==> config.mk <==
export PLATFORM = sky130hd
export DESIGN_NAME = hex_display_scan
export DESIGN_NICKNAME = d
export VERILOG_FILES = /design/src/rtl/hex_display_scan.sv
export SDC_FILE = /design/constraint.sdc
export NUM_CORES = 1
export LEC_CHECK = 0
export CAP_MARGIN = 20
export CORE_ASPECT_RATIO = 1.5
export CORE_MARGIN = 4
export CORE_UTILIZATION = 33
export CTS_BUF_LIST = sky130_fd_sc_hd__clkbuf_4 sky130_fd_sc_hd__clkbuf_8 sky130_fd_sc_hd__clkbuf_16
export DETAILED_ROUTE_END_ITERATION = 6
export MAX_ROUTING_LAYER = met4
export RECOVER_POWER = 50
export SYNTH_ARGS = -nofsm -noshare
export SYNTH_HDL_FRONTEND = slang
export SYNTH_SLANG_ARGS = --single-unit
export TNS_END_PERCENT = 30
==> constraint.sdc <==
create_clock -name clk -period 2.8 [get_ports clk]
set_input_delay 0.7 -clock clk [delete_from_list [all_inputs] [get_ports clk]]
set_output_delay 0.7 -clock clk [all_outputs]
set_load 0.1 [all_outputs]
==> src/rtl/hex_display_scan.sv <==
// Time-multiplexed scan driver for a 4-digit common-anode hex display.
// Latches one shadow nibble per slot and drives its active-low anode after a ghost-blanking gap.
module hex_display_scan #(
  parameter int DIV   = 100000,
  parameter int GHOST = 1000
) (
  input  logic        clk,
  input  logic        reset,
  input  logic [15:0] value_in,
  input  logic        load,
  input  logic [3:0]  digit_en,
  input  logic        lz_blank,
  output logic [3:0]  bus_out,
  output logic [3:0]  anodes,
  output logic        slot_tick
);

  localparam int             CW   = (DIV > 2) ? $clog2(DIV) : 1;
  localparam logic [CW-1:0]  LAST = CW'(DIV - 1);

  // r_cnt is the prescaler phase of the upcoming edge; 0 marks a slot start.
  logic [CW-1:0] r_cnt;
  logic [1:0]    r_digit;
  logic [15:0]   r_shadow;
  logic          r_visible;
  logic [3:0]    r_bus;
  logic [3:0]    r_anodes;
  logic          r_tick;

  logic          w_slot_start;
  logic          w_wrap;
  logic [3:0]    w_nibble;
  logic          w_upper_zero;
  logic          w_vis_new;
  logic          w_vis;
  logic          w_in_ghost;
  logic [3:0]    w_anodes_n;
  logic [3:0]    w_bus_n;
  logic [CW-1:0] w_cnt_n;
  logic [1:0]    w_digit_n;

  always_comb begin
    w_nibble     = 4'h0;
    w_upper_zero = 1'b0;
    case (r_digit)
      2'd0: begin w_nibble = r_shadow[3:0];   w_upper_zero = 1'b0;                    end
      2'd1: begin w_nibble = r_shadow[7:4];   w_upper_zero = (r_shadow[15:4]  == '0); end
      2'd2: begin w_nibble = r_shadow[11:8];  w_upper_zero = (r_shadow[15:8]  == '0); end
      default: begin w_nibble = r_shadow[15:12]; w_upper_zero = (r_shadow[15:12] == '0); end
    endcase
  end

  always_comb begin
    w_slot_start = (r_cnt == '0);
    w_wrap       = (r_cnt == LAST);
    w_vis_new    = digit_en[r_digit] && !(lz_blank && w_upper_zero);
    w_vis        = w_slot_start ? w_vis_new : r_visible;
    // Slot edge number is r_cnt+1, so edges 1..GHOST correspond to r_cnt < GHOST.
    w_in_ghost   = (32'(r_cnt) < GHOST);
    w_anodes_n   = (w_in_ghost || !w_vis) ? 4'hF : ~(4'b0001 << r_digit);
    w_bus_n      = w_slot_start ? w_nibble : r_bus;
    w_cnt_n      = w_wrap ? '0 : r_cnt + 1'b1;
    w_digit_n    = w_wrap ? r_digit + 2'd1 : r_digit;
  end

  always_ff @(posedge clk) begin
    if (reset) begin
      r_cnt     <= '0;
      r_digit   <= 2'd0;
      r_shadow  <= 16'h0000;
      r_visible <= 1'b0;
      r_bus     <= 4'h0;
      r_anodes  <= 4'hF;
      r_tick    <= 1'b0;
    end else begin
      r_cnt     <= w_cnt_n;
      r_digit   <= w_digit_n;
      r_visible <= w_vis;
      r_bus     <= w_bus_n;
      r_anodes  <= w_anodes_n;
      r_tick    <= w_slot_start;
      if (load) r_shadow <= value_in;
    end
  end

  assign bus_out   = r_bus;
  assign anodes    = r_anodes;
  assign slot_tick = r_tick;

endmodule

* Word-level counts from Yosys, hierarchy flattened
Cells that the tools add are included.
** Operators by class
- Reduce and logical (&&, ||, !) cells :: 12
- $add $sub $neg :: 2
- Multiplexer cells :: 5
- Shift operators :: 1
- Magnitude comparators :: 2
- Equality and inequality tests :: 3
- Bitwise gates (word level) :: 1
** Operators with widths (number)
- $add 17x1->17 const B :: 1
- $eq 17x17->1 const B :: 1
- $logic_not 17->1 :: 1
- $lt 17x10->1 const B :: 1
- $logic_not 12->1 :: 1
- $pmux 4 s3 :: 1
- $logic_not 8->1 :: 1
- $logic_not 4->1 :: 1
- $not 4->4 :: 1
- $reduce_or 2->1 :: 2
- $shl 1x2->4 const A :: 1
- $lt 2x3->1 const B :: 1
- $pmux 1 s3 :: 1
- $add 2x1->2 const B :: 1
- $bmux 1 s2 :: 1
- $eq 2x1->1 const B :: 1
- $eq 2x2->1 const B :: 1
- $logic_and 1x1->1 :: 2
- $logic_not 1->1 :: 2
- $logic_not 2->1 :: 1
- $mux 1 :: 2
- $logic_or 1x1->1 :: 1
** Storage, ports and cells
- Word-level logic and storage cells :: 33
- Output and inout port bits :: 9
- Register bits :: 45
- Bits of input ports :: 24

* Longest topological paths before layout
Gate-level depths: netlist of run 1.
- Word-level depth :: 9
- Mapped depth :: 6

* Least setup slack after synthesis of run 1
No wires, ideal clock.
- Kind :: register to register
- From :: register r_cnt[14]
- To :: register r_visible
- Path buffers :: 1
- Data required time :: 2.716 ns
- Cell stages (with the launch flop) :: 6
- Arrival time :: 1.899 ns
- Library setup time :: 0.084 ns
- Period minus slack after synthesis :: 1.983 ns
- Path slack :: 0.817 ns
- Path through :: dfxtp_1 or4_4 or4_1 buf_2 or3_1 o31ai_2
** On the way
- Cells in the longest elaborated chain, start to end :: 2
** RTL lines
- start, declared :: line 22 : logic [CW-1:0] r_cnt;
- start signal, assigned :: line 76 : r_cnt <= w_cnt_n;
- $logic_not 17->1 :: line 54 : w_slot_start = (r_cnt == '0);
- $mux 1 :: line 57 : w_vis = w_slot_start ? w_vis_new : r_visible;
- end signal, assigned :: line 78 : r_visible <= w_vis;
- end, declared :: line 25 : logic r_visible;
No other way between the ends.
A chain may end at the register's enable or synchronous reset.

==> results of run 1 <==
[layer usage]
layer,track usage (%),part of all wire [%],vias up
met1,13.3,40,754
met5,-,0,-
met2,24.6,54,35
li1,-,-,862
met4,5.21,1.6,0
met3,2.42,4.3,5
[worst min-delay path by stage]
stage,startpoint,endpoint,cells past startpoint
final,r_cnt[0],r_cnt[0],1
after global routing,bus_out[1],bus_out[1],2
after CTS,r_cnt[0],r_cnt[0],1
after detailed placement,r_cnt[0],r_cnt[0],1
after global placement,r_cnt[0],r_cnt[0],1
after floorplan,r_cnt[0],r_cnt[0],1
[cell families after synthesis]
logic type	after synthesis	share of synthesized area (%)
buffers and inverters	17	3.37
and+or+nand+nor	95	23.3
AOI/OAI and AO/OA	33	10.2
xor gates and xnor gates	11	4.80
adders and majority gates	7	4.37
DFF	45	44.9
muxes	17	9.11
[power by group]
group / internal, mW / switching [mW] / total, mW
logic: 0.0643 / 0.0803 / 0.145
registers: 0.663 / 0.0176 / 0.680
clock network: 0.206 / 0.204 / 0.409
[worst register-to-register path, delay by kind of cell (launching register included)]
| family | cells | cell delay (ns) |
|---|---|---|
| AND/OR/NAND/NOR | 3 | 1.20 |
| AO/OA/AOI/OAI | 1 | 0.53 |
| flip-flops | 1 | 0.34 |
[sequential cells by signal (all words and copies together) (netlist names)]
| name | flops |
|---|---|
| r_cnt | 17 |
| r_visible | 1 |
| bus_out | 4 |
| r_digit | 2 |
| anodes | 4 |
| r_shadow | 16 |
| slot_tick | 1 |
[through the flow]
step                      std cells  utilization (%)  hold slack [ns]  setup slack [ns]
after floorplan                 225                -            0.442             0.817
after global placement          324             40.6            0.462             0.605
after detailed placement        324             40.6            0.470             0.576
after CTS                       331             42.2            0.490             0.577
after global routing            331             41.5            0.519             0.445
final                           331             41.5            0.485             0.562
[cell usage after synthesis (3+ instances only)]
cell type / n / area (sq um)
dfxtp_1: 45 / 901
o21ai_0: 7 / 35.0
nor2_1: 35 / 131
o21ai_1: 7 / 35.0
mux2i_1: 16 / 160
a222oi_1: 4 / 40.0
a21oi_1: 11 / 55.1
nor3_1: 4 / 20.0
inv_1: 8 / 30.0
nor4_1: 7 / 43.8
or4_1: 3 / 22.5
nand2_1: 16 / 60.1
clkbuf_1: 4 / 15.0
ha_1: 7 / 87.6
xnor2_1: 9 / 78.8
or3_1: 5 / 31.3
buf_2: 3 / 15.0
nand3_1: 15 / 75.1
[layout make-up]
type                            count  share of cell area (%)
Clock buffer                        7                    3.69
Tap cell                           72                    3.69
Sequential cell                    45                    36.9
Inverter                            8                    1.23
Multi-Input combinational cell    163                    42.5
Timing Repair Buffer               36                    11.9
==> run_results.csv, run 1 <==
group,metric,value,unit
die,core_area,5870,sq um
timing,fin_crit,2.24,ns
yosys,synth_flop_cell,"dfxtp_1",
clock_network,clk_pin_slew,0.08,ns
min_path,hp-class,"flop to flop",
yosys,async_flop_share,0,%
detailed_routing,drt_wl_total,4.55,mm
die,rows,34,
finish,multi_input_area,1040,sq um
clock_network,cts_inserted_buffers,5,
yosys,synth-edff-count,0,
worst_setup_path,rrSetupSlack,0.60,ns
worst_setup_path,cp_top_family,"buffers and inverters",
timing,min_period_over_period,79.9,%
detailed_routing,postRouteAntennaNets,0,
timing,slew_violations,0,
detailed_routing,vias,1656,
status,outcome,"finished, final reports clean",
worst_setup_path,crit_cells,4,
worst_setup_path,critPathCaptureType,"flop",
yosys,netlist_area,2010,sq um
global_routing,grt_max_degree,18,
finish,diodes,0,
worst_setup_path,arrival,2.40,ns
worst_setup_path,worstPathCellList,"dlygate4sd3_1, clkbuf_1, mux2i_1, nor2_1",
worst_setup_path,crit_buf_inv,2,
finish,layout_common_cells,"45 x dfxtp_1, 35 x nor2_1, 21 x clkdlybuf4s50_1",
power,p_total,1.23,mW
finish,fillers,619,
timing,hold_viol,0,
detailed_routing,routedWlPerCell,13.7,microns
detailed_routing,drc_errors,0,
clock_network,clock-sinks,45,
placement,dpl_cell_area,2390,sq um
worst_setup_path,max_stage_delay,0.82,ns
finish,nets,290,
placement,place.gp.congestion,0.777,
global_routing,overflow,0,
flow_run,drv_cap,0,
worst_setup_path,worstSetupPathType,"input port to flop",
power,leakagePower,0.881,nW
timing,maxSlewHeadroom,21.3,%
worst_setup_path,required,2.96,ns
clock_network,tritoncts,"done",
clock_network,worst_skew_pair.late_latency,0.29,ns
die,ios,33,
clock_network,cts_hold_buf,0,
finish,final_common_cell,"dfxtp_1",
clock_network,max-clock-path-buffers,2,
detailed_routing,drtIter0Drc,71,
yosys,avgSynthCellArea,8.91,sq um
power,ir_drop,0.000200,V
die,die_y,103,microns
timing,finalSetupTns,0,ns
placement,port_buffers,32,
global_routing,grt_pass1_wl,7.42,mm
yosys,syn_nets,256,
yosys,yosysWarningCount,0,
worst_setup_path,crit_end,"r_shadow[15]",
finish,drive_above_1_share,5.41,%
timing,rsz0062_at_grt,"no",
die,start_util,34.2,%
power,power_density,506,nW/um^2
detailed_routing,viasPerCell,5.00,
placement,post-dp-hpwl,3.47,mm
die,die_area,7410,sq um
timing,fin_skew,0.00557,ns
finish,regArea,901,sq um
clock_network,post_cts_buffers,0,
worst_setup_path,crit_start,"load",
yosys,netlist-cell-type-count,34,
detailed_routing,dr.pass1.iters,4,
yosys,ys_ff_latch,45,
worst_setup_path,reg2reg_to,"r_cnt[14]",
clock_network,cts_root_buf,"clkbuf_8",
worst_setup_path,cp_slowest_cell,"clkbuf_1",
yosys,seq_area_frac_synth,44.9,%
global_routing,grt_pass1_vias,1597,
finish,syn_to_final_growth,21.6,%
global_routing,antenna_found_initial,0,
yosys,syn_inst,225,
die,die_x,71.7,microns
worst_setup_path,rr_worst_depth,4,
clock_network,htree_levels,2,
timing,fmax,447,MHz
worst_setup_path,critPathLaunchType,"input port",
clock_network,cts_resized,0,
finish,fin_area,2440,sq um
timing,worst_pin_slew,1.19,ns
global_routing,grtUsageTotal,13.1,%
worst_setup_path,cp_max_fo,16,
timing,setup_viol,0,
worst_setup_path,r2r-start,"r_cnt[14]",
Power figures use the tool's default switching activity.
==> run 2: changes to the inputs <==
- clock period: 2.8 -> 1.9 ns (I/O delays scaled with it)
==> run_results.csv, run 2 (same netlist as run 1, synthesis figures left out) <==
group,metric,value,unit
finish,largest_reg_flops,17,
clock_network,worst_skew_pair.late_latency,0.30,ns
timing,fin_skew,0.00735,ns
worst_setup_path,crit_path_frequent_cell,"or4_4",
global_routing,grt_pass1_vias,1721,
clock_network,clock-sinks,45,
die,start_util,34.2,%
finish,largest_register,"r_cnt",
detailed_routing,routedWlPerCell,13.2,microns
status,outcome,"finished, final reports clean",
worst_setup_path,critPathCaptureType,"flop",
worst_setup_path,cp_slowest_cell,"or4_4",
finish,fin_util,47.2,%
worst_setup_path,worstPathCellList,"or4_4, or4_4, or3_4, o31ai_2",
timing,min_period_over_period,98.9,%
detailed_routing,postRouteAntennaNets,0,
die,rows,34,
worst_setup_path,required,2.12,ns
worst_setup_path,arrival,2.10,ns
global_routing,grt_max_degree,17,
worst_setup_path,cp_max_fo,3,
worst_setup_path,r2r-start,"r_cnt[13]",
power,power_density,715,nW/um^2
finish,drive_above_1_share,17.5,%
global_routing,overflow,0,
placement,post-dp-hpwl,3.61,mm
die,core_area,5870,sq um
min_path,hold_depth,1,
worst_setup_path,crit_start,"r_cnt[13]",
finish,diodes,0,
timing,rsz0062_at_grt,"yes",
clock_network,cts_inserted_buffers,5,
worst_setup_path,reg2reg_to,"r_visible",
timing,fin_crit,1.88,ns
flow_run,drv_cap,0,
placement,place.gp.congestion,0.784,
clock_network,htree_levels,2,
clock_network,tritoncts,"done",
timing,maxSlewHeadroom,58.1,%
clock_network,post_cts_buffers,0,
detailed_routing,drc_errors,0,
finish,regArea,903,sq um
finish,fillers,581,
die,die_area,7410,sq um
placement,dp.cells,339,
detailed_routing,viasPerCell,5.04,
detailed_routing,drt_wl_total,4.58,mm
clock_network,cts_resized,0,
timing,slew_violations,0,
min_path,min_from,"r_cnt[0]",
timing,setup_viol,0,
finish,multi_input_area,1070,sq um
global_routing,grtUsageTotal,13.7,%
finish,stdcell_count,347,
timing,finalSetupTns,0,ns
worst_setup_path,critPathLaunchType,"flop",
timing,fmax,532,MHz
timing,hold_viol,0,
finish,layout_common_cells,"43 x dfxtp_1, 34 x nor2_1, 21 x clkdlybuf4s50_1",
timing,worst_pin_slew,0.628,ns
detailed_routing,dr.pass1.iters,4,
worst_setup_path,worstSetupPathType,"flop to flop",
detailed_routing,drtIter0Drc,65,
global_routing,antenna_found_initial,0,
worst_setup_path,max_stage_delay,0.54,ns
clock_network,cts_root_buf,"clkbuf_8",
placement,port_buffers,32,
global_routing,grt_pass1_wl,7.79,mm
finish,nets,305,
worst_setup_path,rr_worst_depth,4,
power,leakagePower,1.04,nW
min_path,worstHoldEndpoint,"r_cnt[0]",
worst_setup_path,rrSetupSlack,0.02,ns
die,ios,33,
finish,reg_top3,"r_cnt (17), r_shadow (16)",
die,die_x,71.7,microns
finish,syn_to_final_growth,38.2,%
clock_network,clk_pin_slew,0.08,ns
die,die_y,103,microns
min_path,hp-class,"flop to flop",
detailed_routing,vias,1750,
power,ir_drop,0.000352,V
finish,final_common_cell,"dfxtp_1",
clock_network,max-clock-path-buffers,2,
clock_network,cts_hold_buf,0,
[run 2: cell count changes in the layout (fill, tap and decap cells not counted), moves of 2 or more]
cell / before / now
dfxtp_2: 0 / 2
clkbuf_1: 10 / 1
or3_1: 5 / 3
dfxtp_1: 45 / 43
buf_12: 0 / 10
or3_4: 0 / 2
buf_4: 3 / 16
[run 2: power by group]
part	switching [mW]	internal, mW
sequential	0.0295	0.977
clock	0.333	0.394
combinational	0.122	0.128
total	0.485	1.50
[run 2: area by class of cell]
type,count,share of cell area [%]
multi-input cells,163,38.8
flip-flops and latches,45,32.6
repair buffers,51,20.2
clock inverters,3,1.67
clock buffers,5,2.48
well taps,72,3.25
inverters,8,1.08
[run 2: worst max path at each step]
stage	to	slack, ns	depth (start not counted)
global route	r_visible	-0.04	4
finish	r_visible	0.02	4
global placement	r_cnt[16]	0.05	5
CTS	r_cnt[13]	0.002	5
floorplan	r_visible	-0.04	5
detailed placement	r_cnt[13]	0.01	5
[run 2: per-stage QoR]
step,hold slack (ns),total power [mW],area [sq um],worst slack (ns)
6_report,0.452,1.98,2770,0.0211
3_5_place_dp,0.475,1.28,2650,0.0147
2_1_floorplan,0.444,1.16,2030,-0.0443
5_1_grt,0.469,2.07,2770,-0.0435
3_3_place_gp,0.461,1.28,2650,0.0549
4_1_cts,0.496,2.02,2760,0.00195
[run 2: critical path, delay by kind of cell (launching register included)]
| family | cells | cell delay, ns |
|---|---|---|
| compound gates | 1 | 0.16 |
| flops | 1 | 0.33 |
| simple gates | 3 | 1.31 |
[run 2: layer usage]
layer  wire length (microns)  track usage [%]
met5                       0                -
met1                    1750             14.1
met2                    2550             25.3
met3                     203             3.00
met4                      80             5.50
